==> config.mk <==
export PLATFORM = sky130hd
export DESIGN_NAME = sd_join2
export DESIGN_NICKNAME = d
export VERILOG_FILES = /design/src/rtl/sd_mux2_pkg.sv /design/src/rtl/sd_join2.sv
export SDC_FILE = /design/constraint.sdc
export NUM_CORES = 1
export LEC_CHECK = 0
export BUFFER_PORTS_ARGS = -buffer_cell sky130_fd_sc_hd__buf_2
export CAP_MARGIN = 40
export CORE_UTILIZATION = 30
export CTS_BUF_LIST = sky130_fd_sc_hd__clkbuf_2 sky130_fd_sc_hd__clkbuf_4 sky130_fd_sc_hd__clkbuf_8
export CTS_CLUSTER_SIZE = 24
export DETAILED_ROUTE_END_ITERATION = 7
export GPL_TIMING_DRIVEN = 0
export PLACE_DENSITY_LB_ADDON = 0.05
export SYNTH_ARGS = -nofsm -noshare
export SYNTH_HDL_FRONTEND = slang
export SYNTH_SLANG_ARGS = --single-unit
==> constraint.sdc <==
create_clock -name clk -period 1.25 [get_ports clk]
set_clock_uncertainty 0.1 [all_clocks]
set_input_delay 0.0625 -clock clk [delete_from_list [all_inputs] [get_ports clk]]
set_output_delay 0.0625 -clock clk [all_outputs]
set_load 0.02 [all_outputs]
==> src/rtl/sd_mux2_pkg.sv <==
// Shared definitions for the sd_enmux2 / sd_join2 narrow link.
// Both ends use the same bit-ordering helpers so they stay bit-consistent.
package sd_mux2_pkg;

    localparam int unsigned MaxWidth = 64;
    localparam int unsigned MaxHalf  = MaxWidth / 2;

    typedef enum logic {
        s_first  = 1'b0,
        s_second = 1'b1
    } phase_t;

    // Full token from two halves: first half on odd bits, second on even bits.
    // Halves are zero-extended to MaxHalf; only the low 'half' bits are used.
    function automatic logic [MaxWidth-1:0] interleave2(input logic [MaxHalf-1:0] f,
                                                        input logic [MaxHalf-1:0] s,
                                                        input int unsigned half);
        logic [MaxWidth-1:0] r;
        r = '0;
        for (int unsigned i = 0; i < MaxHalf; i++) begin
            if (i < half) begin
                r[2*i+1] = f[i];
                r[2*i]   = s[i];
            end
        end
        return r;
    endfunction

    // Inverse of interleave2: odd bits to the first half, even bits to the second.
    function automatic void deinterleave2(input  logic [MaxWidth-1:0] d,
                                          input  int unsigned         half,
                                          output logic [MaxHalf-1:0]  f,
                                          output logic [MaxHalf-1:0]  s);
        f = '0;
        s = '0;
        for (int unsigned i = 0; i < MaxHalf; i++) begin
            if (i < half) begin
                f[i] = d[2*i+1];
                s[i] = d[2*i];
            end
        end
    endfunction

endpackage

==> src/rtl/sd_join2.sv <==
// Srdy/drdy 2:1 de-multiplexer: pairs two half-width tokens into one full-width token.
// c_drdy depends on registered state only, breaking the loop with the upstream enmux.
module sd_join2
    import sd_mux2_pkg::*;
#(
    parameter int unsigned width    = 8,
    parameter int unsigned adj_bits = 1
) (
    input  logic               clk,
    input  logic               reset,
    input  logic               c_srdy,
    output logic               c_drdy,
    input  logic [width/2-1:0] c_data,
    output logic               p_srdy,
    input  logic               p_drdy,
    output logic [width-1:0]   p_data,
    output logic               partial
);

    localparam int unsigned Half = width / 2;

    phase_t             phase, phase_d;
    logic               p_srdy_d;
    logic [Half-1:0]    hold_r, hold_d;
    logic [width-1:0]   p_data_d;

    always_comb begin
        phase_d  = phase;
        p_srdy_d = p_srdy;
        hold_d   = hold_r;
        p_data_d = p_data;
        c_drdy   = (phase == s_first) | ~p_srdy;

        if (p_srdy && p_drdy) begin
            p_srdy_d = 1'b0;
        end

        case (phase)
            s_first: begin
                // First half may land while the output register still drains.
                if (c_srdy) begin
                    hold_d  = c_data;
                    phase_d = s_second;
                end
            end
            s_second: begin
                if (c_srdy && c_drdy) begin
                    if (adj_bits == 0) begin
                        p_data_d = {hold_r, c_data};
                    end else begin
                        p_data_d = width'(interleave2(MaxHalf'(hold_r), MaxHalf'(c_data), Half));
                    end
                    p_srdy_d = 1'b1;
                    phase_d  = s_first;
                end
            end
            default: phase_d = s_first;
        endcase
    end

    always_ff @(posedge clk) begin
        if (reset) begin
            phase  <= s_first;
            p_srdy <= 1'b0;
        end else begin
            phase  <= phase_d;
            p_srdy <= p_srdy_d;
        end
    end

    always_ff @(posedge clk) begin
        hold_r <= hold_d;
        p_data <= p_data_d;
    end

    assign partial = (phase == s_second);

endmodule

* Word-level counts from Yosys, hierarchy flattened
Index checks and enable logic that the tools add are counted.
** Word-level totals
- Word-level logic and storage cells :: 17
- Flip-flop bits (word level) :: 14
** Operators by class
- Reductions and logical operators :: 4
- Bitwise operators :: 3
- Muxes and demuxes :: 6
** Operators with widths (number)
- $mux 1 :: 5
- $reduce_and 2->1 :: 2
- $logic_and 1x1->1 :: 2
- $not 1->1 :: 2
- $pmux 1 s2 :: 1
- $or 1x1->1 :: 1

* Depth between registers and ports, before layout
- Depth after elaboration :: 5
- Depth in mapped cells :: 2
- Gate-level depth less buffers :: 2

* Least setup slack after synthesis
No wires, ideal clock.
- Kind :: flip-flop to flip-flop
- From :: reg phase, in the netlist partial
- To :: reg p_data[0], enable pin
- Cell stages (with the launch flop) :: 2
- Setup time :: 0.316 ns
- Setup slack :: 0.029 ns
- Data arrival time :: 0.805 ns
- Required time :: 0.834 ns
- Buffers on the path :: 0
- Clock period less this slack :: 1.221 ns
- Cell sequence :: dfxtp_1 -> and3b_2
** Between the ends
- Cells in the longest elaborated chain, start to end :: 4
** RTL lines
- start: declaration :: line sd_join2.sv:22 : phase_t phase, phase_d;
- start signal: assignment :: line sd_join2.sv:63 : phase <= s_first;
- start signal: assignment :: line sd_join2.sv:66 : phase <= phase_d;
- $not 1->1
- $or 1x1->1 :: line sd_join2.sv:32 : c_drdy = (phase == s_first) | ~p_srdy;
- $logic_and 1x1->1 :: line sd_join2.sv:47 : if (c_srdy && c_drdy) begin
- $reduce_and 2->1 (no source line) *
- end signal: assignment :: line sd_join2.sv:73 : p_data <= p_data_d;
- end: declaration :: line sd_join2.sv:16 : output logic [width-1:0] p_data,
Every way passes the cells marked *; elsewhere a longest branch is shown, timed or not.
A chain may end at the register's enable or synchronous reset.

* Final worst setup path
- From :: in c_srdy
- To :: reg hold_r[1], enable pin
** Between the ends
- Cells in the longest elaborated chain, start to end :: 1
** RTL lines
- start: declaration :: line sd_join2.sv:11 : input logic c_srdy,
- $reduce_and 2->1 (no source line)
- end signal: assignment :: line sd_join2.sv:72 : hold_r <= hold_d;
- end: declaration :: line sd_join2.sv:24 : logic [Half-1:0] hold_r, hold_d;
No other way between the ends.

==> metrics.yaml <==
outcome:
  run_status: "complete, no violations"
timing:
  min_period_over_period_pct: 97.0
  tightest_slew_ps: 388
  timing.final.setup_violations: 0
  timing.slew.headroom_pct: 74.1
  setup-tns-final_ps: 0
  grt_setup_unrepaired: "false"
  layout_min_cycle_time_ps: 1210
  max_freq_ghz: 0.825
  slew_viol_final: 0
  hold_viol: 0
clock_network:
  worst_skew_pair.late_latency_ps: 270
  clk_path_buf_depth: 2
  clock_tree.root_cell: "sky130_fd_sc_hd__clkbuf_4"
  post_cts.repair.setup_buffers: 0
  cts_repair_resize_count: 0
  cts_made_buffers: 3
  clock_tree.htree_level_count: 1
  tritoncts: "yes"
  hold_buffers: 6
  cts_sinks: 14
  clkSlewWorstSetupHoldPaths_ps: 70
floorplanning:
  floorplan.die_area_um2: 1670
  initial_utilization_pct: 33.5
  fp.dieH_um: 40.9
  fp.dieW_um: 40.9
  floorplan.io_pins: 19
  rows: 13
  core_um2: 1350
critical_path:
  worst-endpoint-required_ps: 1080
  path_delay_family: "buffers and inverters"
  crit_path_start_kind: "primary input"
  setup.worst_path.end_class: "flop"
  timing.setup.critical_path_class: "primary input to flop"
  reg2reg_setup_slack_ps: 90
  critPathMaxStageDelay_ps: 520
  critical_path.max_fanout: 4
  crit_arrival_ps: 1040
  worstPathCellList: "dlygate4sd3_1, buf_2, nor2b_1"
  crit_slowest_cell: "sky130_fd_sc_hd__dlygate4sd3_1"
  worstPathBufferInverterCount: 2
logic_synthesis:
  synth_area_um2: 453
  synthesis.nets: 29
  register_bit_total_from_synthesis: 14
  yosysUniqueCellTypes: 9
  synth-seq-area-share_pct: 88.4
  synth_area_per_cell_um2: 21.6
  ys_top_cells_by_area: "sky130_fd_sc_hd__edfxtp_1 (80%), sky130_fd_sc_hd__dfxtp_1 (8.8%), sky130_fd_sc_hd__and3b_2 (2.2%)"
  synth_largest_area_cell: "sky130_fd_sc_hd__edfxtp_1"
  post_synth_inst_count: 21
  synth_top_area_share_pct: 79.6
  synth_warnings: 0
detailed_routing:
  drcViolationCount: 0
  routed_wl_um: 756
  via_count: 275
  wl_per_cell_um: 12.0
  drt-initial-drc-count: 0
  detail_route.vias_per_cell: 4.37
  drtPass1Iterations: 1
  final_antenna_net_count: 0
pwr:
  post_layout_power_mw: 0.860
  vdd_drop_max_mv: 0.495
  power.static_leakage_nw: 0.265
  power-per-cell-area_nw_per_um2: 1330
global_routing:
  first_global_vias: 269
  initial_antenna_violation_count: 0
  grt_start_max_net_pins: 11
  globalRouteTotalUtil_pct: 12.4
  grt-ovfl-total: 0
  grt_first_pass_wirelength_mm: 1.18
placement:
  quantity_of_i_o_buffers_inserted_on_ports: 18
  gp_routability_congestion: 0.577
  dp_hpwl_um: 558
final_layout:
  num-nets-final: 58
  diodes: 0
  fill_cells: 122
  drive_gt1_share_pct: 50.0
  utilization_pct: 47.7
  area.growth.synth_to_final_pct: 42.3
flow_run:
  maxCapViolCount: 0
worst_hold_path:
  worst_hold_path_type: "primary input to flop"
==> layer usage <==
layer | vias up | wire length, µm | track usage, % | share of wire [%]
met2 | 13 | 384 | 18.0 | 51
met3 | 2 | 60 | 4.89 | 7.9
met1 | 125 | 300 | 13.3 | 40
met4 | 0 | 10 | 12.5 | 1.3
li1 | 135 | - | - | -
met5 | - | 0 | 0 | 0
==> where the power goes <==
group	switching, mW	internal, mW
Clock	0.128	0.111
Combinational	0.0428	0.0363
Sequential	0.00860	0.533
Total	0.179	0.681
==> worst min-delay path, delay by kind of cell <==
| family | cells | cell delay, ps |
|---|---|---|
| compound gates | 1 | 160 |
| buf+inv | 1 | 80 |
| simple gates | 1 | 30 |
==> registers in the layout, summed over array words and instances (netlist names) <==
name and cells:
hold_r 4, p_data 8, p_srdy 1, partial 1
==> cells by family (layout without fill, tap and decap cells) <==
family | count (synthesis) | in the layout | synth area share [%]
simple gates | 6 | 6 | 9.39
flops | 14 | 14 | 88.4
buf+inv | 0 | 27 | 0
compound gates | 1 | 1 | 2.21
==> metrics by stage <==
stage | cells | hold slack [ps] | setup slack (ps) | instance area [µm²]
5_1_grt | 63 | 21.5 | 12.7 | 644
3_5_place_dp | 54 | 154 | 93.2 | 562
6_report | 63 | 16.1 | 38.0 | 644
3_3_place_gp | 54 | 139 | 127 | 562
2_1_floorplan | 21 | 32.2 | 29.0 | 453
4_1_cts | 63 | 7.74 | 47.4 | 644
==> synth_stat cells <==
library cell and number:
sky130_fd_sc_hd__edfxtp_1 12, sky130_fd_sc_hd__dfxtp_1 2, sky130_fd_sc_hd__and3b_2 1, sky130_fd_sc_hd__nand2_1 1
sky130_fd_sc_hd__nor2_1 1, sky130_fd_sc_hd__nor2b_1 1, sky130_fd_sc_hd__nor2b_2 1, sky130_fd_sc_hd__nor3_2 1
sky130_fd_sc_hd__o21ba_1 1
==> cells in the final DEF (no fill, tap or decap) <==
master,n
sky130_fd_sc_hd__nor3_2,1
sky130_fd_sc_hd__nor2b_2,1
sky130_fd_sc_hd__dlygate4sd3_1,6
sky130_fd_sc_hd__and3b_2,1
sky130_fd_sc_hd__nor2b_1,1
sky130_fd_sc_hd__nand2_1,1
sky130_fd_sc_hd__edfxtp_1,12
sky130_fd_sc_hd__o21ba_1,1
sky130_fd_sc_hd__buf_2,18
sky130_fd_sc_hd__clkbuf_4,3
sky130_fd_sc_hd__nor2_1,1
sky130_fd_sc_hd__dfxtp_1,2
==> worst paths after layout <==
| kind | cells past startpoint | start | to |
|---|---|---|---|
| setup reg to reg | 1 | partial$_SDFF_PP0_ | p_data[2]$_DFFE_PP_ |
| setup / recovery | 3 | c_srdy | hold_r[1]$_DFFE_PP_ |
| hold reg to reg | 0 | hold_r[2]$_DFFE_PP_ | p_data[5]$_DFFE_PP_ |
| hold / removal | 3 | p_drdy | p_srdy$_SDFF_PP0_ |
==> layout make-up <==
| type | instances | area (µm²) | area share [%] |
|---|---|---|---|
| sequential | 14 | 400 | 62.1 |
| timing repair buffer | 24 | 150 | 23.3 |
| multi-input combinational | 7 | 52.6 | 8.16 |
| clock buffer | 3 | 22.5 | 3.50 |
| tap | 15 | 18.8 | 2.91 |
Note: power is estimated with default switching activity, not from simulation.
